--- src/rtl/sgpr_wr_arbiter_pkg.sv ---
// sgpr_pkg: shared SGPR write-port constants.
package sgpr_pkg;
    localparam int SGPR_WR_SEL_W     = 16;
    localparam int NUM_SGPR_WR_PORTS = 10;
    localparam int SALU_WR_PORT      = 9;
endpackage

--- src/rtl/sgpr_wr_arbiter_if.sv ---
// sgpr_wr_arbiter_if: request/grant bundle between SGPR writers and the write arbiter.
interface sgpr_wr_arbiter_if
    import sgpr_pkg::*;
#(
    parameter int NUM_PORTS = NUM_SGPR_WR_PORTS
) ();
    logic [NUM_PORTS-1:0]     req;
    logic [NUM_PORTS-1:0]     grant;
    logic [SGPR_WR_SEL_W-1:0] wr_port_select;
    logic [NUM_PORTS-1:0]     urgent;
    modport master (output req, input grant, wr_port_select, urgent);
    modport slave  (input req, output grant, wr_port_select, urgent);
endinterface

--- src/rtl/sgpr_wr_arbiter_rr_pick_onehot.sv ---
// rr_pick_onehot: first set bit of i_mask scanning circularly from i_ptr, as a one-hot.
module rr_pick_onehot #(
    parameter int N  = 10,
    parameter int PW = (N > 1) ? $clog2(N) : 1
) (
    input  logic [N-1:0]  i_mask,
    input  logic [PW-1:0] i_ptr,
    output logic [N-1:0]  o_win
);
    logic [PW:0] w_idx;
    logic        w_found;
    always_comb begin
        o_win   = '0;
        w_found = 1'b0;
        w_idx   = '0;
        for (int k = 0; k < N; k++) begin
            w_idx = {1'b0, i_ptr} + (PW+1)'(k);
            if (w_idx >= (PW+1)'(N)) w_idx = w_idx - (PW+1)'(N);
            if (!w_found && i_mask[w_idx[PW-1:0]]) begin
                o_win[w_idx[PW-1:0]] = 1'b1;
                w_found              = 1'b1;
            end
        end
    end
endmodule

--- src/rtl/sgpr_wr_arbiter.sv ---
// sgpr_wr_arbiter: registered round-robin SGPR write arbiter with strict-priority
// ports and an age-based starvation guard.
module sgpr_wr_arbiter
    import sgpr_pkg::*;
#(
    parameter int                   NUM_PORTS = NUM_SGPR_WR_PORTS,
    parameter logic [NUM_PORTS-1:0] PRIO_MASK = NUM_PORTS'(1 << SALU_WR_PORT),
    parameter int                   MAX_WAIT  = 8
) (
    input  logic               clk,
    input  logic               rst,
    sgpr_wr_arbiter_if.slave   bus
);
    localparam int PW = (NUM_PORTS > 1) ? $clog2(NUM_PORTS) : 1;
    localparam int CW = $clog2(MAX_WAIT + 1);
    logic [NUM_PORTS-1:0]         r_grant;
    logic [NUM_PORTS-1:0]         r_urgent;
    logic [PW-1:0]                r_ptr;
    logic [NUM_PORTS-1:0][CW-1:0] r_wait_cnt;
    logic [NUM_PORTS-1:0]         w_elig;
    logic [NUM_PORTS-1:0]         w_win_urg;
    logic [NUM_PORTS-1:0]         w_win_prio;
    logic [NUM_PORTS-1:0]         w_win_any;
    logic [NUM_PORTS-1:0]         w_win;
    logic [PW-1:0]                w_win_idx;
    logic [PW-1:0]                w_ptr_nxt;
    logic [NUM_PORTS-1:0][CW-1:0] w_cnt_nxt;
    logic [NUM_PORTS-1:0]         w_urg_nxt;
    // The port granted last cycle still shows the request being consumed.
    assign w_elig = bus.req & ~r_grant;
    rr_pick_onehot #(.N(NUM_PORTS), .PW(PW)) u_pick_urg (
        .i_mask(w_elig & r_urgent), .i_ptr(r_ptr), .o_win(w_win_urg));
    rr_pick_onehot #(.N(NUM_PORTS), .PW(PW)) u_pick_prio (
        .i_mask(w_elig & PRIO_MASK), .i_ptr(r_ptr), .o_win(w_win_prio));
    rr_pick_onehot #(.N(NUM_PORTS), .PW(PW)) u_pick_any (
        .i_mask(w_elig), .i_ptr(r_ptr), .o_win(w_win_any));
    assign w_win = |(w_elig & r_urgent)  ? w_win_urg  :
                   |(w_elig & PRIO_MASK) ? w_win_prio : w_win_any;
    always_comb begin
        w_win_idx = '0;
        for (int i = 0; i < NUM_PORTS; i++)
            if (w_win[i]) w_win_idx = PW'(i);
        w_ptr_nxt = (w_win_idx == PW'(NUM_PORTS - 1)) ? '0 : w_win_idx + PW'(1);
    end
    always_comb begin
        w_cnt_nxt = r_wait_cnt;
        w_urg_nxt = '0;
        for (int i = 0; i < NUM_PORTS; i++) begin
            w_cnt_nxt[i] = (!bus.req[i] || w_win[i]) ? '0 :
                           (w_elig[i] && r_wait_cnt[i] != CW'(MAX_WAIT)) ? r_wait_cnt[i] + CW'(1) :
                           r_wait_cnt[i];
            w_urg_nxt[i] = (w_cnt_nxt[i] == CW'(MAX_WAIT));
        end
    end
    always_ff @(posedge clk) begin
        if (rst) begin
            r_grant    <= '0;
            r_urgent   <= '0;
            r_ptr      <= '0;
            r_wait_cnt <= '0;
        end else begin
            r_grant    <= w_win;
            r_urgent   <= w_urg_nxt;
            r_wait_cnt <= w_cnt_nxt;
            if (|w_win) r_ptr <= w_ptr_nxt;
        end
    end
    assign bus.grant          = r_grant;
    assign bus.urgent         = r_urgent;
    assign bus.wr_port_select = SGPR_WR_SEL_W'(r_grant);
    a_grant_onehot: assert property (@(posedge clk) $onehot0(r_grant));
endmodule

--- src/flat_wrapper.sv ---
// flat-port wrapper written by rule: the top's interface ports become plain ports
module sgpr_wr_arbiter_flat import sgpr_pkg::*;
#(
    parameter int                   NUM_PORTS = NUM_SGPR_WR_PORTS,
    parameter logic [NUM_PORTS-1:0] PRIO_MASK = NUM_PORTS'(1 << SALU_WR_PORT),
    parameter int                   MAX_WAIT  = 8
)
  (clk, rst, bus_req, bus_grant, bus_wr_port_select, bus_urgent);
  sgpr_wr_arbiter_if #(.NUM_PORTS(NUM_PORTS)) bus_i ();
  input  logic clk;
  input  logic rst;
  input wire logic [$bits(bus_i.req)-1:0] bus_req;
  output wire logic [$bits(bus_i.grant)-1:0] bus_grant;
  output wire logic [$bits(bus_i.wr_port_select)-1:0] bus_wr_port_select;
  output wire logic [$bits(bus_i.urgent)-1:0] bus_urgent;
  assign bus_i.req = bus_req;
  assign bus_grant = bus_i.grant;
  assign bus_wr_port_select = bus_i.wr_port_select;
  assign bus_urgent = bus_i.urgent;
  sgpr_wr_arbiter #(.NUM_PORTS(NUM_PORTS), .PRIO_MASK(PRIO_MASK), .MAX_WAIT(MAX_WAIT)) u_core (.clk(clk), .rst(rst), .bus(bus_i));
endmodule
--- config.mk ---
export PLATFORM = sky130hd
export DESIGN_NAME = sgpr_wr_arbiter_flat
export DESIGN_NICKNAME = d
export VERILOG_FILES = /design/src/rtl/sgpr_wr_arbiter_pkg.sv /design/src/rtl/sgpr_wr_arbiter_if.sv /design/src/rtl/sgpr_wr_arbiter_rr_pick_onehot.sv /design/src/rtl/sgpr_wr_arbiter.sv /design/src/flat_wrapper.sv
export SDC_FILE = /design/constraint.sdc
export NUM_CORES = 1
export LEC_CHECK = 0
export ABC_AREA = 1
export BUFFER_PORTS_ARGS = -buffer_cell sky130_fd_sc_hd__buf_2
export CORE_ASPECT_RATIO = 0.5
export CORE_MARGIN = 1
export CORE_UTILIZATION = 45
export DETAILED_ROUTE_END_ITERATION = 7
export GPL_TIMING_DRIVEN = 0
export SLEW_MARGIN = 20
export SYNTH_ARGS = -nofsm -noshare
export SYNTH_HDL_FRONTEND = slang
export SYNTH_SLANG_ARGS = --single-unit
export TNS_END_PERCENT = 30
--- constraint.sdc ---
create_clock -name clk -period 13.6 [get_ports clk]
set_input_delay 2.04 -clock clk [delete_from_list [all_inputs] [get_ports clk]]
set_output_delay 2.04 -clock clk [all_outputs]
set_load 0.1 [all_outputs]
==> implementation parameters <==
Parameter                              Value

Status
  Status    finished, final reports clean

Clock tree
  Master cell of the clock root buffer    sky130_fd_sc_hd__clkbuf_16
  CTS tree    yes
  Post-CTS sizing    0
  Insertion delay to the later sink of the worst-skew pair    0.33 ns
  Clock transition at the registers of the reported paths    0.06 ns
  Sinks on the clock net    64
  CTS H-tree lvls    3
  Number of setup buffers added after CTS    0
  Clock buffers created by TritonCTS    9
  Maximum clock path buffer count    2
  Hold Buf Count CTS    0

Timing
  Worst setup margin    6.72 ns
  Final hold vios    0
  Slew at the pin closest to its max-slew limit    1.08 ns
  Hold Slack    0.511 ns
  Relative max-transition margin    27.1%
  RSZ-0062 raised after global routing    false
  Final period demand of the worst path    6.88 ns
  Max Fclk    145 MHz
  Max-slew violation count    0
  Final Setup Violations    0
  Sum of negative setup slack    0 ns
  Max Clock Skew    0.00574 ns
  Fin crit share    50.6%

Global route
  Global-route wire length before repair    49.6 mm
  Vias in the first global route    9091
  Initial antenna violation count    0
  Largest net degree at the start of global routing    15
  Global-route total usage across every layer    33.3%
  Global-route congestion overflow total    0

Worst hold path
  Worst hold path class    reg -> reg

Cells and area
  Fin nets    1631
  Fraction of layout cells with a size suffix above 1    13.2%
  Register Area    1280 um2
  Count of fill cells added during filler insertion    2002
  Multi-input gate area in the final layout    6090 um2
  Layout overhead on the synthesized area    9.99%
  Most frequent cells in the layout    sky130_fd_sc_hd__nand2_1, sky130_fd_sc_hd__nor2_1, sky130_fd_sc_hd__inv_1
  Post-Route Utilization    50.6%
  Most common cell after layout, fill and taps aside    sky130_fd_sc_hd__nand2_1

Setup path
  Slowest library cell on the worst path    sky130_fd_sc_hd__clkbuf_1
  Arrival time reported for the critical path endpoint    7.12 ns
  Startpoint types    flip-flop
  Max Fanout on Critical Path    11
  Required time at the worst-slack endpoint    13.84 ns
  Worst setup EP type    flip-flop
  Highest cell delay on the worst timing path    0.66 ns
  Critical Setup Path Class    reg -> reg

Floorplan
  Height of the die    98.9 um
  Count of boundary I/O pins    48
  Rows    35
  Die Outline Area    19400 um2
  Die outline width    196 um
  Area of the placeable core    18400 um2
  Starting density of the core    46.0%

Synthesis
  Post-Synthesis Cell Area    8460 um2
  Synth Instances    1520
  Fraction of the yosys area taken by sequential cells    15.2%
  Proportion of synthesized flip-flops having asynchronous set or reset    0%
  Synthesis-stage register bit count    64
  Yosys Warn Count    0
  EDFF count, synth    0
  Unique cell type count in the Yosys netlist    61
  Synthesized area per cell    5.56 um2
  Flip-flop cell with the highest count after synthesis    sky130_fd_sc_hd__dfxtp_1

Routing
  Initial detailed-routing violation count    1018
  DRT Pass-1 Iters    6
  Number of nets with antenna violations after detailed routing    0
  Drt via density    5.62
  Routed wire per std cell    17.9 um
  Number of design rule violations left after detail routing    0
  Total wire length    32.6 mm
  Routed via count    10.2k

Place
  Total of buffers placed on input and output ports    40
  Placer congestion estimate    1.04
  Place WS    7.01 ns
  Estimated wirelength of the detail-placed design    26.6 mm

Run
  Number of violations of the max-capacitance limit    0
cell usage after synthesis (all sizes together), types with 12 or more instances:
cell | n | share of area (%)
a21oi | 52 | 3.5
nor3 | 61 | 3.9
nand2 | 436 | 20
inv | 213 | 9.5
nor2 | 266 | 13
dfxtp | 64 | 15
ha | 42 | 6.2
nand3 | 165 | 11
xor2 | 15 | 1.6
o21ai | 65 | 4.0
clkbuf | 12 | 0.53
nand4 | 29 | 2.6
buf | 34 | 2.8
sequential cells by signal (all words and copies together) (netlist names):
signal	count
u_core.r_wait_cnt	40
u_core.bus.grant	10
u_core.bus.urgent	10
u_core.r_ptr	4
path summary, 6_finish.rpt:
check / from / to / slack, ns / cells past startpoint
max: u_core.r_ptr[0] / u_core.r_ptr[0] / 6.72 / 33
min: u_core.r_wait_cnt[11] / u_core.r_wait_cnt[11] / 0.51 / 2
max reg2reg: u_core.r_ptr[0] / u_core.r_ptr[0] / 6.72 / 33
min reg2reg: u_core.r_wait_cnt[11] / u_core.r_wait_cnt[11] / 0.51 / 2
stage by stage:
step	area (um2)	std cells
after floorplan	8470	1525
after global placement	8970	1805
after detailed placement	8970	1805
after CTS	9300	1821
after global routing	9300	1821
final	9300	1822
critical path: cells and delay by family, from the launching register on:
kind	cells	cell delay (ns)
flops	1	0.35
fa+ha+maj	2	0.63
buf+inv	8	2.79
simple gates	22	2.77
compound gates	1	0.22
area by class of cell:
type                            count  share of cell area, %
Clock buffer                       11                   2.61
Sequential cell                    64                   13.8
Tap cell                          240                   3.23
Multi-Input combinational cell   1197                   65.4
Inverter                          218                   8.84
Clock inverter                      5                  0.861
Buffer                             46                   3.07
Antenna cell                        1                 0.0269
Timing Repair Buffer               40                   2.15
logic make-up (layout without fill, tap and decap cells):
| kind of cell | after synthesis | after routing | synth area share, % |
|---|---|---|---|
| AND/OR/NAND/NOR | 983 | 983 | 52.9 |
| flip-flops | 64 | 64 | 15.2 |
| other | 1 | 7 | 0.0443 |
| buffers and inverters | 264 | 320 | 13.1 |
| AO/OA/AOI/OAI | 147 | 147 | 10.5 |
| XOR/XNOR | 18 | 18 | 1.86 |
| adder cells (fa/ha/maj) | 43 | 43 | 6.45 |
layer usage:
layer  vias up  global-route usage [%]  wire (um)
met2       474                    49.0      13000
met1      4736                    48.1      15400
met3        61                    5.51       3110
li1       4977                       -          -
met4         0                    12.6       1020
met5         -                       0          0
Power is not shown: default switching activity piles up to over one toggle a cycle in this logic, so the estimate is an artifact.
